[src/rtl/mem_ctrl_pkg.sv]
// Shared types and constants for the memory access sequencer.
package mem_ctrl_pkg;

  typedef enum logic [2:0] {
    IDLE   = 3'd0,
    ACCESS = 3'd1,
    RMW_RD = 3'd2,
    RMW_WR = 3'd3,
    DONE   = 3'd4
  } state_t;

  localparam logic [3:0] REGION_ROM = 4'h0;
  localparam logic [3:0] REGION_RAM = 4'h1;
  localparam logic [3:0] REGION_IO  = 4'hf;

  localparam logic [1:0] MODE_WORD   = 2'b00;
  localparam logic [1:0] MODE_BYTE_S = 2'b01;
  localparam logic [1:0] MODE_BYTE_U = 2'b10;

  // Mode 11 is reserved and behaves as a word access.
  function automatic logic [1:0] norm_mode(input logic [1:0] m);
    logic [1:0] r;
    case (m)
      MODE_BYTE_S: r = MODE_BYTE_S;
      MODE_BYTE_U: r = MODE_BYTE_U;
      default:     r = MODE_WORD;
    endcase
    return r;
  endfunction

  function automatic logic is_byte_mode(input logic [1:0] m);
    return (m == MODE_BYTE_S) || (m == MODE_BYTE_U);
  endfunction

endpackage

[src/rtl/mem_access_ctrl_if.sv]
// CPU request port and exmemory port of the sequencer, bundled as one interface.
interface mem_access_ctrl_if #(
  parameter int WIDTH      = 32,
  parameter int ADDR_WIDTH = 16
) ();

  logic                  req;
  logic                  we;
  logic [1:0]            mode;
  logic [ADDR_WIDTH-1:0] addr;
  logic [WIDTH-1:0]      wdata;
  logic [WIDTH-1:0]      rdata;
  logic                  ready;
  logic                  err;
  logic                  busy;
  logic                  MemWrite;
  logic [1:0]            MemMode;
  logic [ADDR_WIDTH-1:0] memAddr;
  logic [WIDTH-1:0]      memWriteData;
  logic [WIDTH-1:0]      memReadData;

  // master = requester plus memory environment; slave = the sequencer.
  modport master (
    output req, we, mode, addr, wdata, memReadData,
    input  rdata, ready, err, busy, MemWrite, MemMode, memAddr, memWriteData
  );

  modport slave (
    input  req, we, mode, addr, wdata, memReadData,
    output rdata, ready, err, busy, MemWrite, MemMode, memAddr, memWriteData
  );

endinterface

[src/rtl/mem_access_ctrl_byte_merge.sv]
// Replaces one little-endian byte lane of a 32-bit word.
module byte_merge (
  input  logic [31:0] word,
  input  logic [7:0]  byte_val,
  input  logic [1:0]  lane,
  output logic [31:0] merged
);

  // Lane 0 is bits [7:0], lane 3 is bits [31:24].
  always_comb begin
    merged = word;
    case (lane)
      2'd0:    merged = {word[31:8], byte_val};
      2'd1:    merged = {word[31:16], byte_val, word[7:0]};
      2'd2:    merged = {word[31:24], byte_val, word[15:0]};
      2'd3:    merged = {byte_val, word[23:0]};
      default: merged = word;
    endcase
  end

endmodule

[src/rtl/mem_access_ctrl.sv]
// Sequences CPU load/store requests into exmemory cycles; byte stores to RAM
// go through read-modify-write, stores to ROM are blocked and flagged.
module mem_access_ctrl
  import mem_ctrl_pkg::*;
#(
  parameter int         WIDTH      = 32,
  parameter int         ADDR_WIDTH = 16,
  parameter logic [3:0] ROM_REGION = REGION_ROM,
  parameter logic [3:0] RAM_REGION = REGION_RAM,
  parameter logic [3:0] IO_REGION  = REGION_IO
) (
  input  logic              clk,
  input  logic              reset,
  mem_access_ctrl_if.slave  bus
);

  state_t                state_r;
  logic                  we_r;
  logic [1:0]            lane_r;
  logic [7:0]            byte_r;
  logic                  err_lat_r;
  logic [WIDTH-1:0]      rdata_r;
  logic                  ready_r;
  logic                  err_r;
  logic                  busy_r;
  logic                  mem_write_r;
  logic [1:0]            mem_mode_r;
  logic [ADDR_WIDTH-1:0] mem_addr_r;
  logic [WIDTH-1:0]      mem_wdata_r;

  logic [3:0]            region_s;
  logic                  byte_store_s;
  logic                  writable_s;
  logic [WIDTH-1:0]      access_wdata_s;
  logic [31:0]           merged_s;

  // Request decode on the live request fields, used only when leaving IDLE.
  always_comb begin
    region_s     = bus.addr[ADDR_WIDTH-1 -: 4];
    byte_store_s = bus.we & is_byte_mode(bus.mode);
    writable_s   = bus.we & ((region_s == RAM_REGION) | (region_s == IO_REGION));
    if (!writable_s) begin
      access_wdata_s = {WIDTH{1'b0}};
    end else if (byte_store_s) begin
      access_wdata_s = {{(WIDTH-8){1'b0}}, bus.wdata[7:0]};
    end else begin
      access_wdata_s = bus.wdata;
    end
  end

  // The read word is merged as it arrives so the write data is registered for RMW_WR.
  byte_merge u_merge (
    .word     (bus.memReadData),
    .byte_val (byte_r),
    .lane     (lane_r),
    .merged   (merged_s)
  );

  // Sequencer state and all registered outputs.
  always_ff @(posedge clk) begin
    if (reset) begin
      state_r     <= IDLE;
      we_r        <= 1'b0;
      lane_r      <= 2'd0;
      byte_r      <= 8'd0;
      err_lat_r   <= 1'b0;
      rdata_r     <= {WIDTH{1'b0}};
      ready_r     <= 1'b0;
      err_r       <= 1'b0;
      busy_r      <= 1'b0;
      mem_write_r <= 1'b0;
      mem_mode_r  <= 2'b00;
      mem_addr_r  <= {ADDR_WIDTH{1'b0}};
      mem_wdata_r <= {WIDTH{1'b0}};
    end else begin
      case (state_r)
        IDLE: begin
          ready_r <= 1'b0;
          err_r   <= 1'b0;
          if (bus.req) begin
            we_r      <= bus.we;
            lane_r    <= bus.addr[1:0];
            byte_r    <= bus.wdata[7:0];
            err_lat_r <= bus.we & (region_s == ROM_REGION);
            busy_r    <= 1'b1;
            if (byte_store_s && (region_s == RAM_REGION)) begin
              state_r     <= RMW_RD;
              mem_addr_r  <= {bus.addr[ADDR_WIDTH-1:2], 2'b00};
              mem_mode_r  <= MODE_WORD;
              mem_write_r <= 1'b0;
              mem_wdata_r <= {WIDTH{1'b0}};
            end else begin
              state_r     <= ACCESS;
              mem_addr_r  <= bus.addr;
              mem_mode_r  <= norm_mode(bus.mode);
              mem_write_r <= writable_s;
              mem_wdata_r <= access_wdata_s;
            end
          end else begin
            state_r <= IDLE;
            busy_r  <= 1'b0;
          end
        end
        ACCESS: begin
          if (!we_r) begin
            rdata_r <= bus.memReadData;
          end else begin
            rdata_r <= rdata_r;
          end
          state_r     <= DONE;
          ready_r     <= 1'b1;
          err_r       <= err_lat_r;
          mem_write_r <= 1'b0;
          mem_wdata_r <= {WIDTH{1'b0}};
        end
        RMW_RD: begin
          state_r     <= RMW_WR;
          mem_write_r <= 1'b1;
          mem_wdata_r <= merged_s;
        end
        RMW_WR: begin
          state_r     <= DONE;
          ready_r     <= 1'b1;
          err_r       <= err_lat_r;
          mem_write_r <= 1'b0;
          mem_wdata_r <= {WIDTH{1'b0}};
        end
        DONE: begin
          state_r <= IDLE;
          ready_r <= 1'b0;
          err_r   <= 1'b0;
          busy_r  <= 1'b0;
        end
        default: begin
          state_r     <= IDLE;
          ready_r     <= 1'b0;
          err_r       <= 1'b0;
          busy_r      <= 1'b0;
          mem_write_r <= 1'b0;
          mem_wdata_r <= {WIDTH{1'b0}};
        end
      endcase
    end
  end

  // Write strobe is gated so no write reaches memory while reset is asserted.
  assign bus.MemWrite     = mem_write_r & ~reset;
  assign bus.MemMode      = mem_mode_r;
  assign bus.memAddr      = mem_addr_r;
  assign bus.memWriteData = mem_wdata_r;
  assign bus.rdata        = rdata_r;
  assign bus.ready        = ready_r;
  assign bus.err          = err_r;
  assign bus.busy         = busy_r;

endmodule

[src/flat_wrapper.sv]
// flat-port wrapper written by rule: the top's interface ports become plain ports
module mem_access_ctrl_flat import mem_ctrl_pkg::*;
#(
  parameter int         WIDTH      = 32,
  parameter int         ADDR_WIDTH = 16,
  parameter logic [3:0] ROM_REGION = REGION_ROM,
  parameter logic [3:0] RAM_REGION = REGION_RAM,
  parameter logic [3:0] IO_REGION  = REGION_IO
)
  (clk, reset, bus_req, bus_we, bus_mode, bus_addr, bus_wdata, bus_memReadData, bus_rdata, bus_ready, bus_err, bus_busy, bus_MemWrite, bus_MemMode, bus_memAddr, bus_memWriteData);
  mem_access_ctrl_if #(.WIDTH(WIDTH), .ADDR_WIDTH(ADDR_WIDTH)) bus_i ();
  input  logic clk;
  input  logic reset;
  input wire logic [$bits(bus_i.req)-1:0] bus_req;
  input wire logic [$bits(bus_i.we)-1:0] bus_we;
  input wire logic [$bits(bus_i.mode)-1:0] bus_mode;
  input wire logic [$bits(bus_i.addr)-1:0] bus_addr;
  input wire logic [$bits(bus_i.wdata)-1:0] bus_wdata;
  input wire logic [$bits(bus_i.memReadData)-1:0] bus_memReadData;
  output wire logic [$bits(bus_i.rdata)-1:0] bus_rdata;
  output wire logic [$bits(bus_i.ready)-1:0] bus_ready;
  output wire logic [$bits(bus_i.err)-1:0] bus_err;
  output wire logic [$bits(bus_i.busy)-1:0] bus_busy;
  output wire logic [$bits(bus_i.MemWrite)-1:0] bus_MemWrite;
  output wire logic [$bits(bus_i.MemMode)-1:0] bus_MemMode;
  output wire logic [$bits(bus_i.memAddr)-1:0] bus_memAddr;
  output wire logic [$bits(bus_i.memWriteData)-1:0] bus_memWriteData;
  assign bus_i.req = bus_req;
  assign bus_i.we = bus_we;
  assign bus_i.mode = bus_mode;
  assign bus_i.addr = bus_addr;
  assign bus_i.wdata = bus_wdata;
  assign bus_i.memReadData = bus_memReadData;
  assign bus_rdata = bus_i.rdata;
  assign bus_ready = bus_i.ready;
  assign bus_err = bus_i.err;
  assign bus_busy = bus_i.busy;
  assign bus_MemWrite = bus_i.MemWrite;
  assign bus_MemMode = bus_i.MemMode;
  assign bus_memAddr = bus_i.memAddr;
  assign bus_memWriteData = bus_i.memWriteData;
  mem_access_ctrl #(.WIDTH(WIDTH), .ADDR_WIDTH(ADDR_WIDTH), .ROM_REGION(ROM_REGION), .RAM_REGION(RAM_REGION), .IO_REGION(IO_REGION)) u_core (.clk(clk), .reset(reset), .bus(bus_i));
endmodule
[config.mk]
export PLATFORM = sky130hd
export DESIGN_NAME = mem_access_ctrl_flat
export DESIGN_NICKNAME = d
export VERILOG_FILES = /design/src/rtl/mem_ctrl_pkg.sv /design/src/rtl/mem_access_ctrl_if.sv /design/src/rtl/mem_access_ctrl_byte_merge.sv /design/src/rtl/mem_access_ctrl.sv /design/src/flat_wrapper.sv
export SDC_FILE = /design/constraint.sdc
export NUM_CORES = 1
export LEC_CHECK = 0
export ABC_CLOCK_PERIOD_IN_PS = 2150
export CORE_MARGIN = 3
export CORE_UTILIZATION = 40
export DETAILED_ROUTE_END_ITERATION = 6
export PLACE_DENSITY_LB_ADDON = 0.25
export SKIP_CTS_REPAIR_TIMING = 1
export SLEW_MARGIN = 20
export SYNTH_ARGS = -nofsm -noshare
export SYNTH_HDL_FRONTEND = slang
export SYNTH_HIERARCHICAL = 1
export SYNTH_SLANG_ARGS = --single-unit
[constraint.sdc]
create_clock -name clk -period 2.15 [get_ports clk]
set_input_delay 0.43 -clock clk [delete_from_list [all_inputs] [get_ports clk]]
set_output_delay 0.43 -clock clk [all_outputs]
set_load 0.1 [all_outputs]
==> metrics, run 1 <==
nature of the critical path endpoint=register; via count=4063; most common cell after layout, fill and taps aside=nand2_1; HP Class=register to register; Max Cap Viol=0; Fin. Hold Viols=0; period utilisation layout=91.9%; die area=11700 um2; top cells by area, synth=dfxtp_1, nand2_1, mux2_2; top-area cell type share of the netlist area=48.3%; Clock Skews=0.0108 ns; Worst IR Drop VDD=0.000376 V; setup repair after global routing missed its margin=false; largest net degree at the start of global routing=42; Die Ht=108 um; total CTS buffers=9; Detailed Place HPWL=9690 um; crit-path max FO=13; commonest cells after routing, fill and taps aside=nand2_1, buf_4, dfxtp_1; Non-Filler Instances=784; drt first pass iters=4; # clock sinks=101; clk buf depth=2; final setup fails=0; register area share after synthesis=48.3%; number of diodes=0; routed len/inst=16.7 um; Tot GR Track Use=21.9%; initial antenna violation count=0; Syn Nets=568; CP Class=input port to register; Root Driver=clkbuf_8; max-slew violations=0; GRT overflow=0; Worst Path Arrival=2.20 ns; clock insertion delay at the later pin of the skew report=0.36 ns; number of nets in the layout=736; Core Util, Final=61.9%; vias in the first global route=3898; Netlist cell types=38; CORE AREA=9950 um2; Mapped Cells=480; Die Width=108 um; Required @ worst endpoint=2.37 ns; area grow syn2layout=47.1%; status=finished clean; Placed Cells=770; IO Count=172; Initial Util=42.1%; first-pass GRT wire length=20100 um; Initial DRC Count=200; port bufs=171; Total Wirelength=13100 um; DR vias/cell=5.18; Post-Synthesis Cell Area=4190 um2; Remaining DRCs=0; layout cell share with drive strength beyond 1=24.9%; fmax=506 MHz; TritonCTS clock tree=built; Routed Antenna Nets=0; Rows=36; Ys Warns=6; Synth Register Bits=101; syn_area_per_cell=8.73 um2; Least-Margin Pin Slew=0.457 ns; clock-pin slew on the worst setup and hold paths=0.08 ns; leakage power=2.73 nW; Routability Congestion=0.836; worst relative slew slack=69.5%; minimum clock period=1.98 ns; Power per Cell Area=741 nW/um2; startpoint class of the critical path=input port; CTS H-tree depth=3; cell taking the most area after synthesis=dfxtp_1
-- cell usage after synthesis (all sizes together) --
master	n
a22o	23
a21oi	66
mux2	32
nor4	1
nor2	10
a22oi	8
o21ai	9
and2b	1
nor3b	1
a2111o	1
ha	2
a21o	23
or4b	1
clkbuf	27
a211oi	1
o21bai	1
and2	1
and3	3
mux2i	1
nor3	1
a221oi	1
inv	4
buf	7
nand3	6
a2111oi	1
or2	2
nor2b	4
nand2	131
dfxtp	101
o21a	1
or3	3
nand2b	4
or3b	2
-- power by group --
part	internal [W]	switching, W	leakage [nW]	total, W
Sequential	0.00195	0.0000648	0.821	0.00201
Clock	0.000876	0.000618	0.125	0.00149
Combinational	0.000360	0.000702	1.79	0.00106
-- registers in the layout, summed over array words and instances (netlist names) --
signal / cells
u_core/byte_r: 8
u_core/bus.ready: 1
u_core/bus.busy: 1
u_core/bus.MemMode: 2
u_core/err_lat_r: 1
u_core/bus.rdata: 32
u_core/state_r: 3
u_core/bus.err: 1
u_core/mem_write_r: 1
u_core/bus.memWriteData: 32
u_core/bus.memAddr: 16
u_core/we_r: 1
u_core/lane_r: 2
-- path summary, 6_finish.rpt --
check | from | end | slack [ns] | depth (start not counted)
worst max-delay path | bus_addr[15] | u_core/bus.memAddr[0]$_SDFFE_PP0P_ | 0.17 | 6
worst min register to register | u_core/bus.rdata[19]$_SDFFE_PP0P_ | u_core/bus.rdata[19]$_SDFFE_PP0P_ | 0.46 | 2
worst min-delay path | u_core/bus.rdata[19]$_SDFFE_PP0P_ | u_core/bus.rdata[19]$_SDFFE_PP0P_ | 0.46 | 2
worst max register to register | u_core/state_r[0]$_SDFF_PP0_ | u_core/bus.memWriteData[29]$_SDFFE_PP0P_ | 0.37 | 5
-- per-layer routing --
metal	vias to the layer above	GRT usage [%]	routed length (um)
li1	1980	-	-
met1	1908	28.1	5680
met2	165	36.7	6190
met3	10	5.73	1110
met4	0	5.86	123
met5	-	0	0
-- cell type report --
class / count / area [um2]
flip-flops and latches: 101 / 2020
fillers: 873 / 3790
well taps: 133 / 166
multi-input cells: 341 / 2020
repair buffers: 191 / 1690
clock buffers: 9 / 124
clock inverters: 5 / 125
inverters: 4 / 15.0
-- kinds of logic after synthesis --
family	count (synthesis)	synth area share, %
AO/OA/AOI/OAI	135	21.1
flip-flops	101	48.3
multiplexers	33	8.84
AND/OR/NAND/NOR	171	17.4
buffers and inverters	38	3.88
adder cells (fa/ha/maj)	2	0.597
-- critical path, stage by stage --
cell and delay [ns]:
clkdlybuf4s50_1 0.45, or4b_1 0.55, or3b_1 0.40, buf_4 0.20, nand3_1 0.09, a21oi_1 0.06
-- metrics by stage --
| step | power (W) | setup slack, ns | setup TNS, ns | instance area, um2 | hold WS [ns] |
|---|---|---|---|---|---|
| final | 0.00457 | 0.175 | 0 | 6160 | 0.458 |
| after floorplan | 0.00273 | 0.290 | 0 | 4190 | 0.432 |
| after global placement | 0.00311 | -0.164 | -5.21 | 5910 | 0.443 |
| after detailed placement | 0.00312 | -0.201 | -6.20 | 5910 | 0.447 |
| after CTS | 0.00461 | 0.194 | 0 | 6160 | 0.458 |
| after global routing | 0.00475 | 0.126 | 0 | 6160 | 0.480 |
Power figures use the tool's default switching activity.
==> inputs of run 2 (changes only) <==
==> constraint.sdc (replaced) <==
create_clock -name clk -period 2.15 [get_ports clk]
set_input_delay 0.43 -clock clk [delete_from_list [all_inputs] [get_ports clk]]
set_output_delay 0.43 -clock clk [all_outputs]
set_load 0.02 [all_outputs]
==> run 2 against run 1 <==
- flip-flop and latch count unchanged
- global-route usage up 0.84 points
- cell count up 0.38%
- largest cell class unchanged
==> metrics, run 2 (synthesis gave the netlist of run 1 again) <==
Rows=36; # clock sinks=101; CP Class=input port to register; CTS H-tree depth=3; area grow syn2layout=51.9%; Power per Cell Area=642 nW/um2; Initial DRC Count=249; layout cell share with drive strength beyond 1=12.1%; total CTS buffers=9; clk buf depth=2; vias in the first global route=4100; HP Class=register to register; clock-pin slew on the worst setup and hold paths=0.10 ns; Fin. Hold Viols=0; Worst Path Arrival=2.26 ns; Required @ worst endpoint=2.38 ns; Detailed Place HPWL=9960 um; Routed Antenna Nets=0; largest net degree at the start of global routing=32; Initial Util=42.1%; Slowest-stage cell, CP=or4b_1; max-slew violations=0; Worst IR Drop VDD=0.000388 V; number of diodes=0; commonest cells after routing, fill and taps aside=clkdlybuf4s50_1, nand2_1, dfxtp_1; initial antenna violation count=0; Tot GR Track Use=22.8%; die area=11700 um2; via count=4089; minimum clock period=2.03 ns; port bufs=171; Buf/Inv on CP=2; period utilisation layout=94.6%; routed len/inst=17.0 um; Root Driver=clkbuf_8; first-pass GRT wire length=21000 um; TritonCTS clock tree=built; Register Area=2020 um2; crit-path max FO=12; cell class contributing the biggest share of worst-path delay=simple AND/OR/NAND/NOR gates; clock insertion delay at the later pin of the skew report=0.35 ns; CORE AREA=9950 um2; status=finished clean; worst relative slew slack=58.0%; number of fill cells=848; Critical Path, Cell by Cell=clkdlybuf4s50_1 -> or4b_1 -> or3b_1 -> buf_12 -> nand2_1 -> o21ai_0; Total Power=0.00409 W; GRT overflow=0; Routability Congestion=0.844; worst setup margin=0.115 ns; number of nets in the layout=738; pre-CTS WS=-0.243 ns; Remaining DRCs=0; Die Width=108 um; Clock Skews=0.0108 ns; Die Ht=108 um; fmax=492 MHz; drt first pass iters=5; area of the multi-input gates=2020 um2; leakage power=2.56 nW; Total Wirelength=13400 um; largest stage delay on the critical path=0.57 ns; final setup fails=0; DR vias/cell=5.20; IO Count=172; setup repair after global routing missed its margin=false; startpoint class of the critical path=input port; nature of the critical path endpoint=register; Max Cap Viol=0; Least-Margin Pin Slew=0.631 ns; most common cell after layout, fill and taps aside=clkdlybuf4s50_1
run 2: cell types whose count changed in the layout (fill, tap and decap cells not counted), moves of 2 or more:
cell,delta
buf_4,-84
bufinv_16,-2
clkdlybuf4s50_1,+86
clkinvlp_4,+2
run 2: layer usage:
layer / global-route usage, % / vias to the layer above / part of all wire, % / wire length (um)
li1: - / 1988 / - / -
met1: 29.2 / 1924 / 43 / 5820
met2: 38.7 / 164 / 47 / 6290
met3: 4.96 / 13 / 8.5 / 1140
met4: 6.40 / 0 / 1.0 / 135
met5: 0 / - / 0 / 0
run 2: power breakdown:
part | internal (W) | switching (W) | total, W
registers | 0.00195 | 0.0000645 | 0.00201
logic | 0.000385 | 0.000346 | 0.000731
clock network | 0.000686 | 0.000657 | 0.00134
run 2: layout make-up:
type                            count  area share [%]
Clock buffer                       10            2.16
Clock inverter                      5            1.32
Timing Repair Buffer              193            30.2
Tap cell                          133            2.62
Multi-Input combinational cell    341            31.7
Sequential cell                   101            31.8
Inverter                            4           0.236
run 2: tightest hold or removal path, delay by kind of cell, from the launching register on:
family,cells,cell delay [ns]
flops,1,0.32
simple gates,1,0.05
compound gates,1,0.05
run 2: worst paths after layout:
path | start | endpoint | slack, ns | cells past startpoint
worst max register to register | u_core/state_r[0]$_SDFF_PP0_ | u_core/bus.memWriteData[22]$_SDFFE_PP0P_ | 0.35 | 5
worst min-delay path | u_core/bus.memAddr[9]$_SDFFE_PP0P_ | u_core/bus.memAddr[9]$_SDFFE_PP0P_ | 0.46 | 2
worst min register to register | u_core/bus.memAddr[9]$_SDFFE_PP0P_ | u_core/bus.memAddr[9]$_SDFFE_PP0P_ | 0.46 | 2
worst max-delay path | bus_addr[15] | u_core/bus.memWriteData[6]$_SDFFE_PP0P_ | 0.12 | 6
run 2: per-stage QoR:
step,std cells,setup TNS [ns],hold WS (ns),cell area [um2],util (%)
after global routing,787,0,0.480,6360,63.9
final,787,0,0.460,6360,63.9
after global placement,772,-5.38,0.441,6140,61.7
after detailed placement,772,-7.66,0.445,6140,61.7
after CTS,787,0,0.460,6360,63.9
after floorplan,480,0,0.432,4190,-
==> inputs of run 3 (changes only) <==
--- a/config.mk
+++ b/config.mk
@@ -7,7 +7,8 @@
 export LEC_CHECK = 0
 export ABC_CLOCK_PERIOD_IN_PS = 2150
 export CORE_MARGIN = 3
-export CORE_UTILIZATION = 40
+export CORE_UTILIZATION = 43
+export CTS_CLUSTER_DIAMETER = 100
 export DETAILED_ROUTE_END_ITERATION = 6
 export PLACE_DENSITY_LB_ADDON = 0.25
 export SKIP_CTS_REPAIR_TIMING = 1
==> run 3 against run 2 <==
- combinational power down 1%
- maximum frequency increased by 0.51%
- first-iteration DRC count decreased by 26%
- register-to-register slack lost 0.02 ns
- non-clock buffer count shrank 3
- sequential power barely moved
- design area down 1.2%
- utilization rose by 3.2 points
- power down 3.1%
- worst hold slack lost 0.0011 ns
- largest cell class unchanged
- largest power group unchanged
- highest routed layer unchanged
==> metrics, run 3 (synthesis gave the netlist of run 1 again) <==
pre-CTS WS=-0.243 ns; total CTS buffers=9; Power per Cell Area=629 nW/um2; Setup TNS=0 ns; area grow syn2layout=50.1%; minimum clock period=2.02 ns; period utilisation layout=94.2%; # clock sinks=101; drt first pass iters=4; first-pass GRT wire length=20300 um; GRT overflow=0; Fin. Hold Viols=0; Root Driver=clkbuf_8; CP Class=input port to register; Routability Congestion=0.861; status=finished clean; Clock Skews=0.0144 ns; DR vias/cell=5.27; startpoint class of the critical path=input port; Worst IR Drop VDD=0.000442 V; Initial DRC Count=184; leakage power=2.53 nW; HP Class=register to register; commonest cells after routing, fill and taps aside=clkdlybuf4s50_1, nand2_1, dfxtp_1; Total Wirelength=13100 um; Tot GR Track Use=23.0%; fmax=494 MHz; CTS H-tree depth=3; most common cell after layout, fill and taps aside=clkdlybuf4s50_1; clk buf depth=2; Max Cap Viol=0; Least-Margin Pin Slew=0.554 ns; TritonCTS clock tree=built; crit-path max FO=12; CORE AREA=9370 um2; number of diodes=0; nature of the critical path endpoint=register; IO Count=172; die area=11000 um2; max-slew violations=0; vias in the first global route=3847; Worst Path Arrival=2.25 ns; Detailed Place HPWL=9690 um; final setup fails=0; number of nets in the layout=735; layout cell share with drive strength beyond 1=11.3%; Initial Util=44.7%; Required @ worst endpoint=2.37 ns; Placed Cells=765; Die Ht=105 um; clock-pin slew on the worst setup and hold paths=0.10 ns; initial antenna violation count=0; port bufs=171; Routed Antenna Nets=0; hold slack=0.459 ns; worst relative slew slack=63.1%; Rows=35; via count=4118; worst setup margin=0.126 ns; largest net degree at the start of global routing=53; setup repair after global routing missed its margin=false; routed len/inst=16.8 um; clock insertion delay at the later pin of the skew report=0.35 ns; Die Width=105 um; Remaining DRCs=0; Non-Filler Instances=781
==> run 3: cell type report <==
cell class | instances | area, um2
Clock buffer | 12 | 145
Clock inverter | 4 | 56.3
Fill cell | 806 | 3080
Inverter | 4 | 15.0
Multi-Input combinational cell | 341 | 2020
Sequential cell | 101 | 2020
Tap cell | 129 | 161
Timing Repair Buffer | 190 | 1870
==> run 3: worst paths after layout <==
kind | end | slack [ns] | start | cells after the start
min reg2reg | u_core/bus.memAddr[11]$_SDFFE_PP0P_ | 0.46 | u_core/bus.memAddr[11]$_SDFFE_PP0P_ | 2
max reg2reg | u_core/bus.memWriteData[26]$_SDFFE_PP0P_ | 0.33 | u_core/state_r[0]$_SDFF_PP0_ | 5
min | u_core/bus.memAddr[11]$_SDFFE_PP0P_ | 0.46 | u_core/bus.memAddr[11]$_SDFFE_PP0P_ | 2
max | u_core/bus.memAddr[0]$_SDFFE_PP0P_ | 0.13 | bus_addr[13] | 6
==> run 3: per-stage QoR <==
stage	cell area [um2]	utilization [%]	power, W
finish	6290	67.1	0.00396
global route	6290	67.1	0.00413
CTS	6290	67.1	0.00398
detailed placement	6090	65.0	0.00277
global placement	6090	65.0	0.00276
floorplan	4190	-	0.00237
==> run 3: report_power, final <==
| group | internal, W | switching, W |
|---|---|---|
| logic | 0.000376 | 0.000344 |
| clock network | 0.000581 | 0.000648 |
| registers | 0.00195 | 0.0000634 |
==> run 3: worst max-delay path, stage by stage <==
cell and delay (ns):
clkdlybuf4s50_1 0.48, or4b_1 0.56, or3b_1 0.42, buf_4 0.20, nand3_1 0.09, a21oi_1 0.06
==> run 3: routing by layer <==
layer / global-route usage, % / wire length (um) / part of all wire, % / vias up
li1: - / - / - / 1984
met1: 29.2 / 5560 / 42 / 1934
met2: 38.2 / 6250 / 48 / 180
met3: 6.42 / 1040 / 7.9 / 20
met4: 6.56 / 261 / 2.0 / 0
met5: 0 / 0 / 0 / -
==> patch 1 (config.mk and constraints of run 3) <==
`ADDR_WIDTH` is set to 16 in 3 places; all go to 17.
--- a/src/rtl/mem_access_ctrl_if.sv
+++ b/src/rtl/mem_access_ctrl_if.sv
@@ -1,7 +1,7 @@
 // CPU request port and exmemory port of the sequencer, bundled as one interface.
 interface mem_access_ctrl_if #(
   parameter int WIDTH      = 32,
-  parameter int ADDR_WIDTH = 16
+  parameter int ADDR_WIDTH = 17
 ) ();
 
   logic                  req;
--- a/src/rtl/mem_access_ctrl.sv
+++ b/src/rtl/mem_access_ctrl.sv
@@ -4,7 +4,7 @@
   import mem_ctrl_pkg::*;
 #(
   parameter int         WIDTH      = 32,
-  parameter int         ADDR_WIDTH = 16,
+  parameter int         ADDR_WIDTH = 17,
   parameter logic [3:0] ROM_REGION = REGION_ROM,
   parameter logic [3:0] RAM_REGION = REGION_RAM,
   parameter logic [3:0] IO_REGION  = REGION_IO
--- a/src/flat_wrapper.sv
+++ b/src/flat_wrapper.sv
@@ -2,7 +2,7 @@
 module mem_access_ctrl_flat import mem_ctrl_pkg::*;
 #(
   parameter int         WIDTH      = 32,
-  parameter int         ADDR_WIDTH = 16,
+  parameter int         ADDR_WIDTH = 17,
   parameter logic [3:0] ROM_REGION = REGION_ROM,
   parameter logic [3:0] RAM_REGION = REGION_RAM,
   parameter logic [3:0] IO_REGION  = REGION_IO
Ports: changed (resized bus_addr and bus_memAddr); port bits go from 172 to 174. No check against the original RTL was run, so the function may have changed too.
==> patch 1 against run 3 <==
Global-route usage is 2.2 points higher; cell area is 5.4% higher; largest power group unchanged; power is 3.3% higher; worst setup slack worse by 26 ps; largest cell class is now multi-input combinational cells; routed wire length is 11% higher; synthesized area is 6.3% higher; count of clock-buffer cells in the layout stayed put; sequential cell count is 1 higher; first-iteration DRC count is 48% higher; synthesized cell count is 1.9% higher.
==> patch 1: results (changes against run 3) <==
status=finished, final reports clean; met3 Use GR=6.959% (+0.53 points); Crit Path Max Fanout=8 (-4); delay of the slowest critical-path stage=480 ps (-80 ps); register area share after synthesis=45.86% (-2.4 points); Cell Area, Placed=0.006405 mm^2 (+5.2%); post-synthesis cell area=0.004453 mm^2 (+6.3%); logic gate share of total power=18.6% (+0.4 points); DRT Pass-1 Iters=5 (+1); Hold/Removal Path Class=flip-flop to flip-flop; arrival time worst endpoint=2360 ps (+110 ps); share of cells above drive strength 1=12.44% (+1.1 points); power density cells=616.9 mW/mm^2 (-2.0%); top cells by count, synth=124 x nand2_1, 102 x dfxtp_1, 68 x a21oi_1; fillcell total=804 (-0.25%); Max Slew Vio Count=0 (unchanged); detailed placer's ending HPWL=10670 um (+10%); routed vias/inst=5.529 (+4.9%); clock network power share=31.9% (+0.9 points); Internal=2.985 mW (+2.8%); Slowest-stage cell, CP=clkdlybuf4s50_1; first-pass GRT wire length=22980 um (+13%); # nets final=743 (+1.1%); worst clock skew=8.703 ps (-5.724 ps); Yosys cell types=46 (+21%); Worst-Skew Late Latency=370 ps (+20 ps); CTS clk-pin slew, worst paths=90 ps; final WL=14540 um (+11%); number of global-route vias before repair=4425 (+15%); CTS H-tree depth=3 (unchanged); Port Buffers=173 (+1.2%); Max-slew headroom=49.55% (-14 points); largest net degree at the start of global routing=43 (-19%); grt met1 use=32.59% (+3.4 points); met2 usage=40.32% (+2.1 points); Leak=2.535 nW (+0.18%); gp weighted congestion=0.9063 (+5.3%); Synth Flop Type=dfxtp_1; initial antenna violation count=0 (unchanged); syn nets=578 (+1.8%); Total GRT Usage=25.13% (+2.2 points); synthesis warning total=6 (unchanged); Iter 0 DRT Violations=273 (+48%); maximum vdd drop=0.3179 mV (-28%); grt total ovfl=0 (unchanged); ranking of synthesized cells by area=dfxtp_1 46%, nand2_1 10%, mux2_2 8.1%
==> patch 1: final timing paths <==
path	cells after the start	slack, ps	to	start
max	7	100	u_core/bus.memWriteData[4]$_SDFFE_PP0P_	bus_mode[0]
min	2	460	u_core/bus.memAddr[3]$_SDFFE_PP0P_	u_core/bus.memAddr[3]$_SDFFE_PP0P_
max reg2reg	4	270	u_core/bus.memWriteData[11]$_SDFFE_PP0P_	u_core/state_r[2]$_SDFF_PP0_
min reg2reg	2	460	u_core/bus.memAddr[3]$_SDFFE_PP0P_	u_core/bus.memAddr[3]$_SDFFE_PP0P_
==> patch 1: logic make-up after synthesis <==
group                      synth area share (%)
DFF                                       45.86
and+or+nand+nor                           17.20
muxes                                     8.317
buffers and inverters                     4.355
adders and majority gates                0.5619
AOI/OAI and AO/OA                         23.72
==> patch 1: metal layers <==
metal  vias to the layer above  share of wire (%)
li1                       2109                  -
met1                      2044                 42
met2                       201                 47
met3                        25                8.4
met4                         0                2.1
met5                         -                  0
==> patch 1: worst max-delay path: cells and delay by family <==
kind | cells | cell delay (ps)
adders and majority gates | 1 | 290
AOI/OAI and AO/OA | 2 | 460
and+or+nand+nor | 1 | 470
buffers and inverters | 3 | 710
==> patch 1: final cells by class <==
type                       count  area, um^2  share of cell area, %
tap                          133       166.4                  2.510
sequential                   102        2042                  30.80
multi-input combinational    340        2241                  33.80
timing repair buffer         197        1948                  29.38
clock inverter                 4       52.55                 0.7926
clock buffer                  12       165.2                  2.491
inverter                       4       15.01                 0.2265
==> patch 1: stage by stage <==
step                util (%)  setup TNS [ps]  std cells  worst slack [ps]
detailed placement     64.63           -7752        776            -382.1
finish                 66.91               0        792             99.58
CTS                    66.83               0        792             2.936
global route           66.91               0        792             52.20
floorplan                  -               0        489             118.1
global placement       64.63           -7159        776            -351.8
==> patch 2 (flow settings as in run 3) <==
Made on the original files. The 5 states of `state_t` get a Gray code encoding in 3 bits.
--- a/src/rtl/mem_ctrl_pkg.sv
+++ b/src/rtl/mem_ctrl_pkg.sv
@@ -2,11 +2,11 @@
 package mem_ctrl_pkg;
 
   typedef enum logic [2:0] {
-    IDLE   = 3'd0,
-    ACCESS = 3'd1,
-    RMW_RD = 3'd2,
-    RMW_WR = 3'd3,
-    DONE   = 3'd4
+    IDLE   = 3'b000,
+    ACCESS = 3'b001,
+    RMW_RD = 3'b011,
+    RMW_WR = 3'b010,
+    DONE   = 3'b110
   } state_t;
 
   localparam logic [3:0] REGION_ROM = 4'h0;
Check against the original RTL: no difference found for any inputs over 10 cycles, from zero or initial values and one cycle with reset high; not proved beyond that.
==> patch 2 against run 3 <==
Cell area up 6.9%; sequential cell count unchanged; clock skew up 7.1 ps; largest cell class is now multi-input combinational cells; synthesized area up 9.9%; hold slack worse by 0.88 ps; power up 20%; routed wire length up 11%; first-iteration DRC count up 89%; combinational power up 93%; largest power group unchanged; die area up 9.3%; via count up 11%; sequential power up 5%; critical path type unchanged; worst setup slack better by 76 ps.
==> patch 2: results (changes against run 3) <==
status=finished, final reports clean; largest net degree at the start of global routing=57 (+7.5%); syn nets=637 (+12%); post-route cell area=0.006725 mm^2 (+6.9%); Vias=4583 (+11%); gp weighted congestion=0.8573 (-0.40%); met3 Use GR=6.929% (+0.51 points); met2 usage=39.06% (+0.87 points); Worst-Margin Slew=954.8 ps (+401.3 ps); number of global-route vias before repair=4363 (+13%); grt met1 use=32.70% (+3.5 points); Seq/total area=30.07% (-2.1 points); Met2 Routed Length=7023 um (+12%); buffering overhead=29.28% (-0.52 points); Leak=2.583 nW (+2.1%); clk cell area share=2.921% (-0.28 points); top cells by count, synth=123 x nand2_1, 101 x dfxtp_1, 70 x a21oi_1; Syn Area/Cell=8.385 um^2 (-3.9%); Iter 0 DRT Violations=348 (+89%); register area share after synthesis=43.92% (-4.3 points); # nets final=799 (+8.7%); CTS clk-pin slew, worst paths=80 ps (-20 ps); Cell Area, Placed=0.006529 mm^2 (+7.2%); maximum vdd drop=0.4997 mV (+13%); Largest cell class=multi-input combinational cells; logic gate share of total power=29.4% (+11 points); die width=109.5 um (+4.6%); delay of the slowest critical-path stage=530 ps (-30 ps); nonclk buf count=199 (+4.7%); Multi-In Gates=396 (+16%)
-- patch 2: cell count changes after synthesis, moves of 7 or more --
cell      change
nand3_1       +7
o21ai_0       -8
nor3_1       +30
a22o_1       -23
a221oi_1     +31
nand2_1       -8
nor2b_1      +24
-- patch 2: worst paths after layout --
kind,from,end,slack [ps],cells past startpoint
worst max-delay path,bus_addr[15],u_core/bus.memWriteData[6]$_SDFFE_PP0P_,200,6
worst min-delay path,u_core/bus.memAddr[1]$_SDFFE_PP0P_,u_core/bus.memAddr[1]$_SDFFE_PP0P_,460,2
worst max register to register,u_core/state_r[1]$_SDFF_PP0_,u_core/bus.memWriteData[0]$_SDFFE_PP0P_,220,5
worst min register to register,u_core/bus.memAddr[1]$_SDFFE_PP0P_,u_core/bus.memAddr[1]$_SDFFE_PP0P_,460,2
-- patch 2: kinds of logic after synthesis --
kind of cell | synth area share, %
simple gates | 21.56
xor+xnor | 0.3806
flops | 43.92
fa+ha+maj | 0.5435
mux | 8.046
buf+inv | 5.137
compound gates | 20.41
